$ cat config.mk
export PLATFORM = sky130hd
export DESIGN_NAME = leading_one_normalizer
export DESIGN_NICKNAME = d
export VERILOG_FILES = /design/src/rtl/leading_one_normalizer.sv
export SDC_FILE = /design/constraint.sdc
export NUM_CORES = 1
export LEC_CHECK = 0
export ABC_AREA = 1
export BUFFER_PORTS_ARGS = -buffer_cell sky130_fd_sc_hd__buf_2
export CORE_MARGIN = 2
export CORE_UTILIZATION = 30
export CTS_BUF_LIST = sky130_fd_sc_hd__clkbuf_4 sky130_fd_sc_hd__clkbuf_8
export CTS_CLUSTER_SIZE = 12
export DETAILED_ROUTE_END_ITERATION = 10
export PLACE_DENSITY = 0.56
export SYNTH_ARGS = -nofsm -noshare
export SYNTH_HDL_FRONTEND = slang
export SYNTH_SLANG_ARGS = --single-unit
export TNS_END_PERCENT = 5
$ cat constraint.sdc
create_clock -name clk -period 3.1 [get_ports clk]
set_input_delay 0.62 -clock clk [delete_from_list [all_inputs] [get_ports clk]]
set_output_delay 0.62 -clock clk [all_outputs]
set_load 0.03 [all_outputs]
$ cat src/rtl/leading_one_normalizer.sv
// ---------------------------------------------------------------------------
// leading_one_normalizer
//   Consumer stage for the leading-one position encoder. Takes an operand plus
//   the index of its most-significant set bit, and left-shifts the operand so
//   that its MSB becomes 1. Reports the applied shift, a zero-operand flag and
//   a saturating count of zero operands delivered downstream.
//   Two-stage valid/ready pipeline (stage 1: decode, stage 2: shift/output).
//
// Ports
//   clk        in   1           rising-edge clock
//   rst        in   1           synchronous reset, active-high
//   in_valid   in   1           in_data/in_pos valid
//   in_ready   out  1           stage can accept this cycle
//   in_data    in   WIDTH       operand
//   in_pos     in   LOG2_WIDTH  index of highest set bit (0 when in_data==0)
//   out_valid  out  1           result valid
//   out_ready  in   1           downstream accepts
//   out_data   out  WIDTH       normalised operand
//   out_shift  out  LOG2_WIDTH  left-shift applied
//   out_zero   out  1           operand was all zeros
//   clr_cnt    in   1           synchronous clear of zero_cnt
//   zero_cnt   out  CNT_WIDTH   zero operands delivered, saturating
// ---------------------------------------------------------------------------
module leading_one_normalizer #(
  parameter int WIDTH      = 4,
  parameter int LOG2_WIDTH = $clog2(WIDTH),
  parameter int CNT_WIDTH  = 16
) (
  input  logic                  clk,
  input  logic                  rst,
  input  logic                  in_valid,
  output logic                  in_ready,
  input  logic [WIDTH-1:0]      in_data,
  input  logic [LOG2_WIDTH-1:0] in_pos,
  output logic                  out_valid,
  input  logic                  out_ready,
  output logic [WIDTH-1:0]      out_data,
  output logic [LOG2_WIDTH-1:0] out_shift,
  output logic                  out_zero,
  input  logic                  clr_cnt,
  output logic [CNT_WIDTH-1:0]  zero_cnt
);

  // Highest legal bit index; shift = MAX_POS - in_pos stays in range because
  // a consistent in_pos never exceeds it.
  localparam logic [LOG2_WIDTH-1:0] MAX_POS = LOG2_WIDTH'(WIDTH - 1);
  localparam logic [CNT_WIDTH-1:0]  CNT_MAX = {CNT_WIDTH{1'b1}};
  localparam logic [CNT_WIDTH-1:0]  CNT_ONE = CNT_WIDTH'(1);

  // Stage-1 registers
  logic                  s1_valid;
  logic [WIDTH-1:0]      s1_data;
  logic [LOG2_WIDTH-1:0] s1_shift;
  logic                  s1_zero;

  // Combinational decode / handshake
  logic                  in_zero;
  logic [LOG2_WIDTH-1:0] in_shift;
  logic                  s1_adv;
  logic                  s2_adv;
  logic                  out_xfer;

  // Operand decode and pipeline advance conditions.
  always_comb begin
    in_zero  = ~|in_data;
    in_shift = {LOG2_WIDTH{1'b0}};
    if (in_zero) begin
      // A zero operand has no leading one: never shift it, whatever in_pos says.
      in_shift = {LOG2_WIDTH{1'b0}};
    end else begin
      in_shift = MAX_POS - in_pos;
    end
    // Stage 2 can take a new item when empty or being drained this cycle;
    // stage 1 can when empty or when it is moving into stage 2.
    s2_adv   = ~out_valid | out_ready;
    s1_adv   = ~s1_valid | s2_adv;
    out_xfer = out_valid & out_ready;
  end

  assign in_ready = s1_adv;

  // Stage 1: capture operand, zero flag and computed shift.
  always_ff @(posedge clk) begin
    if (rst) begin
      s1_valid <= 1'b0;
      s1_data  <= {WIDTH{1'b0}};
      s1_shift <= {LOG2_WIDTH{1'b0}};
      s1_zero  <= 1'b0;
    end else if (s1_adv) begin
      s1_valid <= in_valid;
      s1_data  <= in_data;
      s1_shift <= in_shift;
      s1_zero  <= in_zero;
    end else begin
      s1_valid <= s1_valid;
      s1_data  <= s1_data;
      s1_shift <= s1_shift;
      s1_zero  <= s1_zero;
    end
  end

  // Stage 2: apply the shift; output fields hold while stalled.
  always_ff @(posedge clk) begin
    if (rst) begin
      out_valid <= 1'b0;
      out_data  <= {WIDTH{1'b0}};
      out_shift <= {LOG2_WIDTH{1'b0}};
      out_zero  <= 1'b0;
    end else if (s2_adv) begin
      out_valid <= s1_valid;
      out_data  <= s1_data << s1_shift;
      out_shift <= s1_shift;
      out_zero  <= s1_zero;
    end else begin
      out_valid <= out_valid;
      out_data  <= out_data;
      out_shift <= out_shift;
      out_zero  <= out_zero;
    end
  end

  // Saturating zero-operand counter; clear wins over a same-cycle increment.
  always_ff @(posedge clk) begin
    if (rst) begin
      zero_cnt <= {CNT_WIDTH{1'b0}};
    end else if (clr_cnt) begin
      zero_cnt <= {CNT_WIDTH{1'b0}};
    end else if (out_xfer && out_zero && (zero_cnt != CNT_MAX)) begin
      zero_cnt <= zero_cnt + CNT_ONE;
    end else begin
      zero_cnt <= zero_cnt;
    end
  end

endmodule
==> qor.yml, run 1 <==
outcome:
  outcome: "finished, final reports clean"
final_layout:
  antenna_cells: 0
  final_common_cell: "nand2_1"
  final_nets: 294
  syn2layout_area_growth_pct: 20.0
  layout_common_cells: "61 x nand2_1, 40 x nor2_1, 35 x buf_2"
  drive_gt1_frac: 0.226
worst_hold_path:
  hold_depth: 2
  min-delay-start: "s1_zero"
  min-delay-path-class: "flip-flop to flip-flop"
place:
  io_buffers: 35
  hpwlAfterDp_um: 2890
  gp_congestion: 0.828
setup_path:
  critical_path_class: "input pin to output port"
  r2r-start: "zero_cnt[0]"
  path_max_fanout: 11
  cp-end-kind: "output port"
  max_stage_delay_ns: 0.26
  cpLargestDelayFamily: "buffers and inverters"
  startpoint_type: "input pin"
  r2r_cells: 6
  critPathLaunch: "out_ready"
  path_cells: "buf_2 -> inv_2 -> nand2_2 -> inv_4 -> nand2_1 -> buf_2"
  critical_path.most_common_cell: "buf_2"
  crit_required_ns: 2.48
  worst-path-buf-inv: 4
  critical_path.slowest_cell: "buf_2"
  arrival_ns: 1.49
  cp_num_cells: 6
floorplan:
  num_io_pins: 36
  coreArea_um2: 5200
  die_w_um: 77.9
  rows: 26
  start_util: 0.315
  die_h_um: 77.9
  die_area_um2: 6080
grt:
  grt_start_max_net_pins: 13
  grt_pass1_vias: 1474
  antenna_found_initial: 0
  grt_util_all_layers: 0.136
  overflow: 0
  grt_pass1_wl_um: 6600
yosys:
  syn_nets: 256
  synthDistinctLibCells: 29
  ys_seq_elements: 32
  post_synth.cell_area_avg_um2: 6.72
  yosys_warnings: 0
  synthCells: 244
  synth.largest_area_cell: "dfxtp_1"
  mappedNetlistArea_um2: 1640
  yosysSeqAreaShare: 0.391
  synthTopCellsByArea: "dfxtp_1 39%, nand2_1 14%, nor2_1 9.2%"
  netlist.area_leader.share: 0.391
clock_network:
  cts-resized-gates: 0
  cts_tree: "done"
  cts_max_level: 2
  clk_pin_slew_worst_paths_ns: 0.07
  postCtsSetupRepairBufs: 0
  ctsHoldBuffers: 0
  clock_latency_ns: 0.28
  clockBufferDepth: 2
  cts_root_buffer: "clkbuf_8"
  cts_buffers: 5
  clock_sinks: 32
sta:
  rsz0062_at_grt: "false"
  skew_ns: 0.00667
  fmax_ghz: 0.473
  max_slew_margin: 0.765
  hold_viol_final: 0
  hold_slack_ns: 0.467
  tightest_slew_ns: 0.350
  finalSetupViolations: 0
  report.final.slew_viol_count: 0
  period_share: 0.682
  timing.final.crit_period_ns: 2.11
  tns_ns: 0
power:
  powerDensity_nw_per_um2: 419
  leakage_nw: 0.860
  ir_worst_vdd_uv: 286
route:
  drt_first_iter_violations: 79
  vias: 1599
  routed_via_density: 4.53
  wire_per_inst_um: 11.0
  drtPass1Iterations: 4
  wirelength_um: 3870
  drc: 0
  ant_nets: 0
job:
  drv_cap: 0
## kinds of logic after synthesis
kind of cell | Yosys count | share of synthesized area
AOI/OAI and AO/OA | 33 | 0.106
adders and majority gates | 1 | 0.00763
and+or+nand+nor | 142 | 0.396
xor gates and xnor gates | 2 | 0.0107
DFF | 32 | 0.391
buffers and inverters | 34 | 0.0892
## Yosys cell counts
cell,n
o21ai_0,10
and2_1,1
inv_1,24
o211ai_1,2
nor2_2,4
nor3_1,4
inv_4,1
xnor2_1,1
nand3_2,1
o21a_1,1
nand3_1,14
xor2_1,1
clkbuf_1,2
inv_2,4
ha_1,1
a21oi_1,18
nor2_4,3
nand2_1,61
nand2_2,5
buf_2,1
o21ai_1,1
nor2_1,40
or2_1,2
buf_6,2
a31oi_1,1
nand4_1,5
nand4_2,1
nand3_4,1
dfxtp_1,32
## final cells by class
cell class / count / area, um2
timing repair buffer: 36 / 183
clock inverter: 2 / 10.0
clock buffer: 6 / 82.6
fill: 600 / 3240
multi-input combinational: 178 / 853
tap: 70 / 87.6
sequential: 32 / 641
inverter: 29 / 111
## registers in the layout (all words and copies together) (netlist names)
register / count
zero_cnt: 16
out_data: 4
s1_data: 4
out_shift: 2
s1_shift: 2
out_valid: 1
out_zero: 1
s1_valid: 1
s1_zero: 1
## routing by layer
| layer | routed length [um] | track usage | vias up | share of wire |
|---|---|---|---|---|
| met5 | 0 | 0 | - | 0 |
| met4 | 42 | 0.0579 | 0 | 0.011 |
| met3 | 213 | 0.0384 | 4 | 0.055 |
| met2 | 1770 | 0.215 | 37 | 0.46 |
| met1 | 1850 | 0.174 | 708 | 0.48 |
| li1 | - | - | 850 | - |
## power by group
part           total (mW)  leakage (nW)  switching [mW]  internal, mW
sequential          0.433         0.261         0.00981         0.423
clock               0.330        0.0510           0.153         0.177
combinational      0.0617         0.548          0.0400        0.0216
## worst paths after layout
kind | endpoint | slack, ns
worst min-delay path | s1_zero | 0.47
worst min register to register | s1_zero | 0.47
worst max register to register | zero_cnt[15] | 1.54
worst max-delay path | in_ready | 0.99
## worst register-to-register path, cell delays in order (launching register included)
cell and delay (ns):
dfxtp_1 0.40, ha_1 0.22, nand3_2 0.14, inv_2 0.12, nand4_2 0.27, a21oi_1 0.24
nor2_1 0.06
## metrics by stage
| step | instance area (um2) | util | power, mW | cells | setup slack, ns |
|---|---|---|---|---|---|
| 2_1_floorplan | 1640 | - | 0.483 | 244 | 1.35 |
| 3_3_place_gp | 1880 | 0.360 | 0.504 | 345 | 0.999 |
| 3_5_place_dp | 1880 | 0.360 | 0.504 | 345 | 0.980 |
| 4_1_cts | 1970 | 0.378 | 0.843 | 353 | 0.981 |
| 5_1_grt | 1970 | 0.378 | 0.874 | 353 | 0.912 |
| 6_report | 1970 | 0.378 | 0.824 | 353 | 0.986 |
Power figures use the tool's default switching activity.
==> run 2: changes to the inputs <==
--- a/config.mk
+++ b/config.mk
@@ -12,7 +12,7 @@
 export CTS_BUF_LIST = sky130_fd_sc_hd__clkbuf_4 sky130_fd_sc_hd__clkbuf_8
 export CTS_CLUSTER_SIZE = 12
 export DETAILED_ROUTE_END_ITERATION = 10
-export PLACE_DENSITY = 0.56
+export PLACE_DENSITY = 0.58
 export SYNTH_ARGS = -nofsm -noshare
 export SYNTH_HDL_FRONTEND = slang
 export SYNTH_SLANG_ARGS = --single-unit
==> constraint.sdc (replaced) <==
create_clock -name clk -period 1.9 [get_ports clk]
set_input_delay 0.38 -clock clk [delete_from_list [all_inputs] [get_ports clk]]
set_output_delay 0.38 -clock clk [all_outputs]
set_load 0.03 [all_outputs]
==> qor.yml, run 2 (synthesized netlist as in run 1, its figures left out) <==
final_layout:
  reg.largest.list: "zero_cnt x16, out_data x4, s1_data x4"
  utilization: 0.384  # +0.00553
  layout_common_cells: "60 x nand2_1, 40 x nor2_1, 35 x buf_2"
  largest_reg_flops: 16  # unchanged
  drive_gt1_frac: 0.232  # +0.00625
  antenna_cells: 0  # unchanged
  syn2layout_area_growth_pct: 21.7
  final_cell_area_um2: 2000  # +1.5%
  final_nets: 295  # +0.34%
  largest_register: "zero_cnt"
  final_common_cell: "nand2_1"
place:
  dpl_cell_area_um2: 1880  # +0.40%
  io_buffers: 35  # unchanged
  gp_congestion: 0.859  # +3.7%
  hpwlAfterDp_um: 3000  # +3.6%
sta:
  finalSetupViolations: 0  # unchanged
  tightest_slew_ns: 0.344  # -0.00614 ns
  hold_viol_final: 0  # unchanged
  period_share: 0.894
  fmax_ghz: 0.588
  max_slew_margin: 0.770  # +0.00411
  tns_ns: 0  # unchanged
  report.final.slew_viol_count: 0  # unchanged
  skew_ns: 0.00654  # -0.000129 ns
  rsz0062_at_grt: "false"
  timing.final.crit_period_ns: 1.70
route:
  wirelength_um: 3930  # +1.6%
  wire_per_inst_um: 11.1  # +1.3%
  drtPass1Iterations: 4  # unchanged
  drt_first_iter_violations: 69  # -13%
  routed_via_density: 4.65  # +2.6%
  ant_nets: 0  # unchanged
  drc: 0  # unchanged
  vias: 1646  # +2.9%
floorplan:
  start_util: 0.315  # unchanged
  die_area_um2: 6080  # unchanged
  rows: 26  # unchanged
  die_h_um: 77.9  # unchanged
  num_io_pins: 36  # unchanged
  die_w_um: 77.9  # unchanged
  coreArea_um2: 5200  # unchanged
setup_path:
  path_max_fanout: 11  # unchanged
  critical_path.slowest_cell: "dfxtp_1"
  critical_path_class: "flip-flop to output port"
  r2r_cells: 6  # unchanged
  crit_required_ns: 1.52  # -0.96 ns
  startpoint_type: "flip-flop"
  max_stage_delay_ns: 0.41  # +0.15 ns
  cp-end-kind: "output port"
  path_cells: "nand2_2 -> inv_4 -> nand2_2 -> buf_2"
  arrival_ns: 1.32  # -0.17 ns
  critical_path.most_common_cell: "nand2_2"
clock_network:
  cts_max_level: 2  # unchanged
  postCtsSetupRepairBufs: 0  # unchanged
  clock_sinks: 32  # unchanged
  cts_tree: "done"
  clock_latency_ns: 0.29  # about the same
  cts_root_buffer: "clkbuf_8"
  clk_pin_slew_worst_paths_ns: 0.07  # about the same
  clockBufferDepth: 2  # unchanged
  cts_buffers: 5  # unchanged
power:
  powerDensity_nw_per_um2: 734  # +75%
  ir_worst_vdd_uv: 298  # +4.2%
  leakage_nw: 0.869  # +1.1%
grt:
  grt_pass1_wl_um: 6970  # +5.5%
  use_met3: 0.0384  # unchanged
  grt.busiest_layer: "met2"
  use_met2: 0.244  # +0.0293
  overflow: 0  # unchanged
  grt_util_all_layers: 0.144  # +0.00762
  antenna_found_initial: 0  # unchanged
  grt_util_met1: 0.165  # -0.00843
  grt_start_max_net_pins: 12  # -1
  grt_pass1_vias: 1561  # +5.9%
job:
  drv_cap: 0  # unchanged
outcome:
  outcome: "finished, final reports clean"
worst_hold_path:
  hold_depth: 2  # unchanged
  min-delay-path-class: "input pin to flip-flop"
[run 2: worst max-delay path: cells and delay by family (launching register included)]
family                 cells  cell delay, ns
and+or+nand+nor            2            0.28
buffers and inverters      2            0.33
DFF                        1            0.41
[run 2: final cells by class]
type,count,area (um2)
Tap cell,70,87.6
Clock buffer,5,68.8
Clock inverter,3,42.5
Multi-Input combinational cell,178,856
Fill cell,568,3210
Timing Repair Buffer,37,190
Sequential cell,32,641
Inverter,29,111
[run 2: repair_timing]
item,in CTS,in global routing
hold buffers,0,0
setup endpoints to repair,0,1
gates resized for setup,0,1
[run 2: per-layer routing]
layer  vias to the layer above  wire length, um
li1                        853                -
met1                       742             1760
met2                        42             1870
met3                         9              218
met4                         0               85
met5                         -                0
[run 2: final timing paths]
kind	startpoint	endpoint	slack, ns
worst max-delay path	out_valid	in_ready	0.20
worst min-delay path	in_valid	s1_valid	0.29
worst max register to register	zero_cnt[1]	zero_cnt[9]	0.36
worst min register to register	s1_zero	s1_zero	0.46
[run 2: metrics by stage]
stage | worst slack, ns | power [mW] | hold WS, ns | instances
finish | 0.201 | 1.47 | 0.291 | 354
global route | 0.0946 | 1.53 | 0.280 | 354
CTS | 0.0809 | 1.49 | 0.285 | 354
detailed placement | 0.267 | 0.823 | 0.448 | 346
global placement | 0.292 | 0.822 | 0.447 | 346
floorplan | 0.322 | 0.787 | 0.427 | 244
[run 2: where the power goes]
group          switching, mW  internal, mW  total (mW)  leakage (nW)
Combinational         0.0657        0.0353       0.101         0.554
Clock                  0.272         0.388       0.660        0.0541
Sequential            0.0163         0.690       0.706         0.261
Total                  0.354          1.11        1.47         0.869
==> run 3: changes to the inputs <==
--- a/config.mk
+++ b/config.mk
@@ -13,6 +13,8 @@
 export CTS_CLUSTER_SIZE = 12
 export DETAILED_ROUTE_END_ITERATION = 10
 export PLACE_DENSITY = 0.58
+export REMOVE_ABC_BUFFERS = 1
+export SLEW_MARGIN = 20
 export SYNTH_ARGS = -nofsm -noshare
 export SYNTH_HDL_FRONTEND = slang
 export SYNTH_SLANG_ARGS = --single-unit
==> qor.yml, run 3 (synthesized netlist as in run 1, its figures left out) <==
worst_hold_path:
  min_to: "s1_valid"
  min-delay-start: "in_valid"
  hold_depth: 2  # unchanged
  min-delay-path-class: "input pin to flip-flop"
sta:
  report.final.slew_viol_count: 0  # unchanged
  tns_ns: 0  # unchanged
  max_slew_margin: 0.734  # -0.0358
  fmax_ghz: 0.600  # +2.0%
  tightest_slew_ns: 0.398  # +0.0535 ns
  hold_slack_ns: 0.318  # +0.0262 ns
  period_share: 0.877  # -0.0178
  rsz0062_at_grt: "false"
  timing.final.crit_period_ns: 1.67  # -0.0338 ns
  finalSetupViolations: 0  # unchanged
  hold_viol_final: 0  # unchanged
  skew_ns: 0.00445  # -0.00209 ns
  finalWorstSetupSlack_ns: 0.234  # +0.0338 ns
setup_path:
  path_max_fanout: 11  # unchanged
  critPathLaunch: "out_valid"
  critical_path_class: "flip-flop to output port"
  startpoint_type: "flip-flop"
  rrSetupSlack_ns: 0.35  # about the same
  r2r_cells: 6  # unchanged
  r2r-end: "zero_cnt[3]"
  cp-end-kind: "output port"
  r2r-start: "zero_cnt[0]"
  arrival_ns: 1.29  # -0.03 ns
  crit_required_ns: 1.52  # about the same
route:
  wl_met2_um: 1870  # +0.32%
  wl_met3_um: 182  # -17%
  drtPass1Iterations: 4  # unchanged
  routed_via_density: 4.65  # unchanged
  wire_per_inst_um: 11.0  # -1.1%
  top_layer: "met4"
  drc: 0  # unchanged
  drt_first_iter_violations: 52  # -25%
  vias: 1646  # unchanged
  wirelength_um: 3890  # -1.1%
  wl_met1_um: 1760  # unchanged
  ant_nets: 0  # unchanged
floorplan:
  die_h_um: 77.9  # unchanged
  die_w_um: 77.9  # unchanged
  coreArea_um2: 5200  # unchanged
  num_io_pins: 36  # unchanged
  rows: 26  # unchanged
  die_area_um2: 6080  # unchanged
  start_util: 0.315  # unchanged
power:
  p_int_mw: 1.13  # +1.5%
  clkPwrFrac: 0.450  # about the same
  leakage_nw: 0.873  # +0.47%
  combPwrFrac: 0.070  # about the same
  switching_power_mw: 0.340  # -3.8%
  powerDensity_nw_per_um2: 736  # +0.25%
  ir_worst_vdd_uv: 306  # +2.4%
  power_frac_seq: 0.480  # about the same
  switching_share: 0.232  # -0.00969
final_layout:
  largest_register: "zero_cnt"
  syn2layout_area_growth_pct: 21.7  # unchanged
  fill_cells: 574  # +1.1%
  reg.largest.list: "zero_cnt x16, out_data x4, s1_data x4"
  layout_common_cells: "60 x nand2_1, 40 x nor2_1, 35 x buf_2"
  largest_reg_flops: 16  # unchanged
  final_nets: 295  # unchanged
  final_common_cell: "nand2_1"
  drive_gt1_frac: 0.232  # unchanged
  antenna_cells: 0  # unchanged
grt:
  antenna_found_initial: 0  # unchanged
  grt_util_all_layers: 0.136  # -0.00796
  grt_pass1_vias: 1511  # -3.2%
  grt_pass1_wl_um: 6540  # -6.1%
  grt_start_max_net_pins: 12  # unchanged
  overflow: 0  # unchanged
clock_network:
  clock_sinks: 32  # unchanged
  cts_buffers: 5  # unchanged
  clk_pin_slew_worst_paths_ns: 0.07  # about the same
  clockBufferDepth: 2  # unchanged
  ctsHoldBuffers: 0  # unchanged
  cts_max_level: 2  # unchanged
  cts_root_buffer: "clkbuf_8"
  cts_tree: "done"
  clock_latency_ns: 0.29  # about the same
place:
  gp_congestion: 0.845  # -1.7%
  pre_cts_slack_ns: 0.271  # +0.00452 ns
  hpwlAfterDp_um: 2940  # -1.8%
  io_buffers: 35  # unchanged
outcome:
  outcome: "finished, final reports clean"
job:
  drv_cap: 0  # unchanged
run 3: how the worst max path moves through the flow:
stage	endpoint	slack, ns	cells after the start
after CTS	in_ready	0.10	4
after global routing	in_ready	0.11	4
after detailed placement	in_ready	0.27	6
final	in_ready	0.23	4
after floorplan	s1_shift[0]	0.30	6
after global placement	in_ready	0.29	6
run 3: worst max-delay path, stage by stage (launching register included):
cell and delay [ns]:
dfxtp_1 0.40, nand2_2 0.14, inv_4 0.12, nand2_2 0.13
buf_2 0.21
run 3: area by class of cell:
cell class,count,area (um2),area share
inverter,29,111,0.0558
sequential,32,641,0.321
clock buffer,6,76.3,0.0382
clock inverter,2,35.0,0.0175
multi-input combinational,178,856,0.429
timing repair buffer,37,190,0.0952
tap,70,87.6,0.0439
run 3: per-layer routing:
metal  vias to the layer above  GRT usage
met5                         -          0
met3                         8     0.0349
met2                        43      0.239
li1                        852          -
met4                         0     0.0596
met1                       743      0.154
run 3: power groups by stage:
stage	clock network [mW]	registers [mW]	logic (mW)
after floorplan	0	0.736	0.0465
after global placement	0	0.721	0.103
after detailed placement	0	0.720	0.104
after CTS	0.680	0.705	0.104
after global routing	0.712	0.708	0.118
final	0.662	0.705	0.103
run 3: what timing repair did:
| item | 4_1_cts | 5_1_grt |
|---|---|---|
| resized for setup | 0 | 1 |
| setup buffers | 0 | 0 |
| setup endpoints to repair | 0 | 1 |
run 3: per-stage QoR:
stage	total power [mW]	util	instances	cell area, um2
after floorplan	0.782	-	239	1610
after global placement	0.823	0.362	346	1880
after detailed placement	0.824	0.362	346	1880
after CTS	1.49	0.383	354	1990
after global routing	1.54	0.384	354	2000
final	1.47	0.384	354	2000
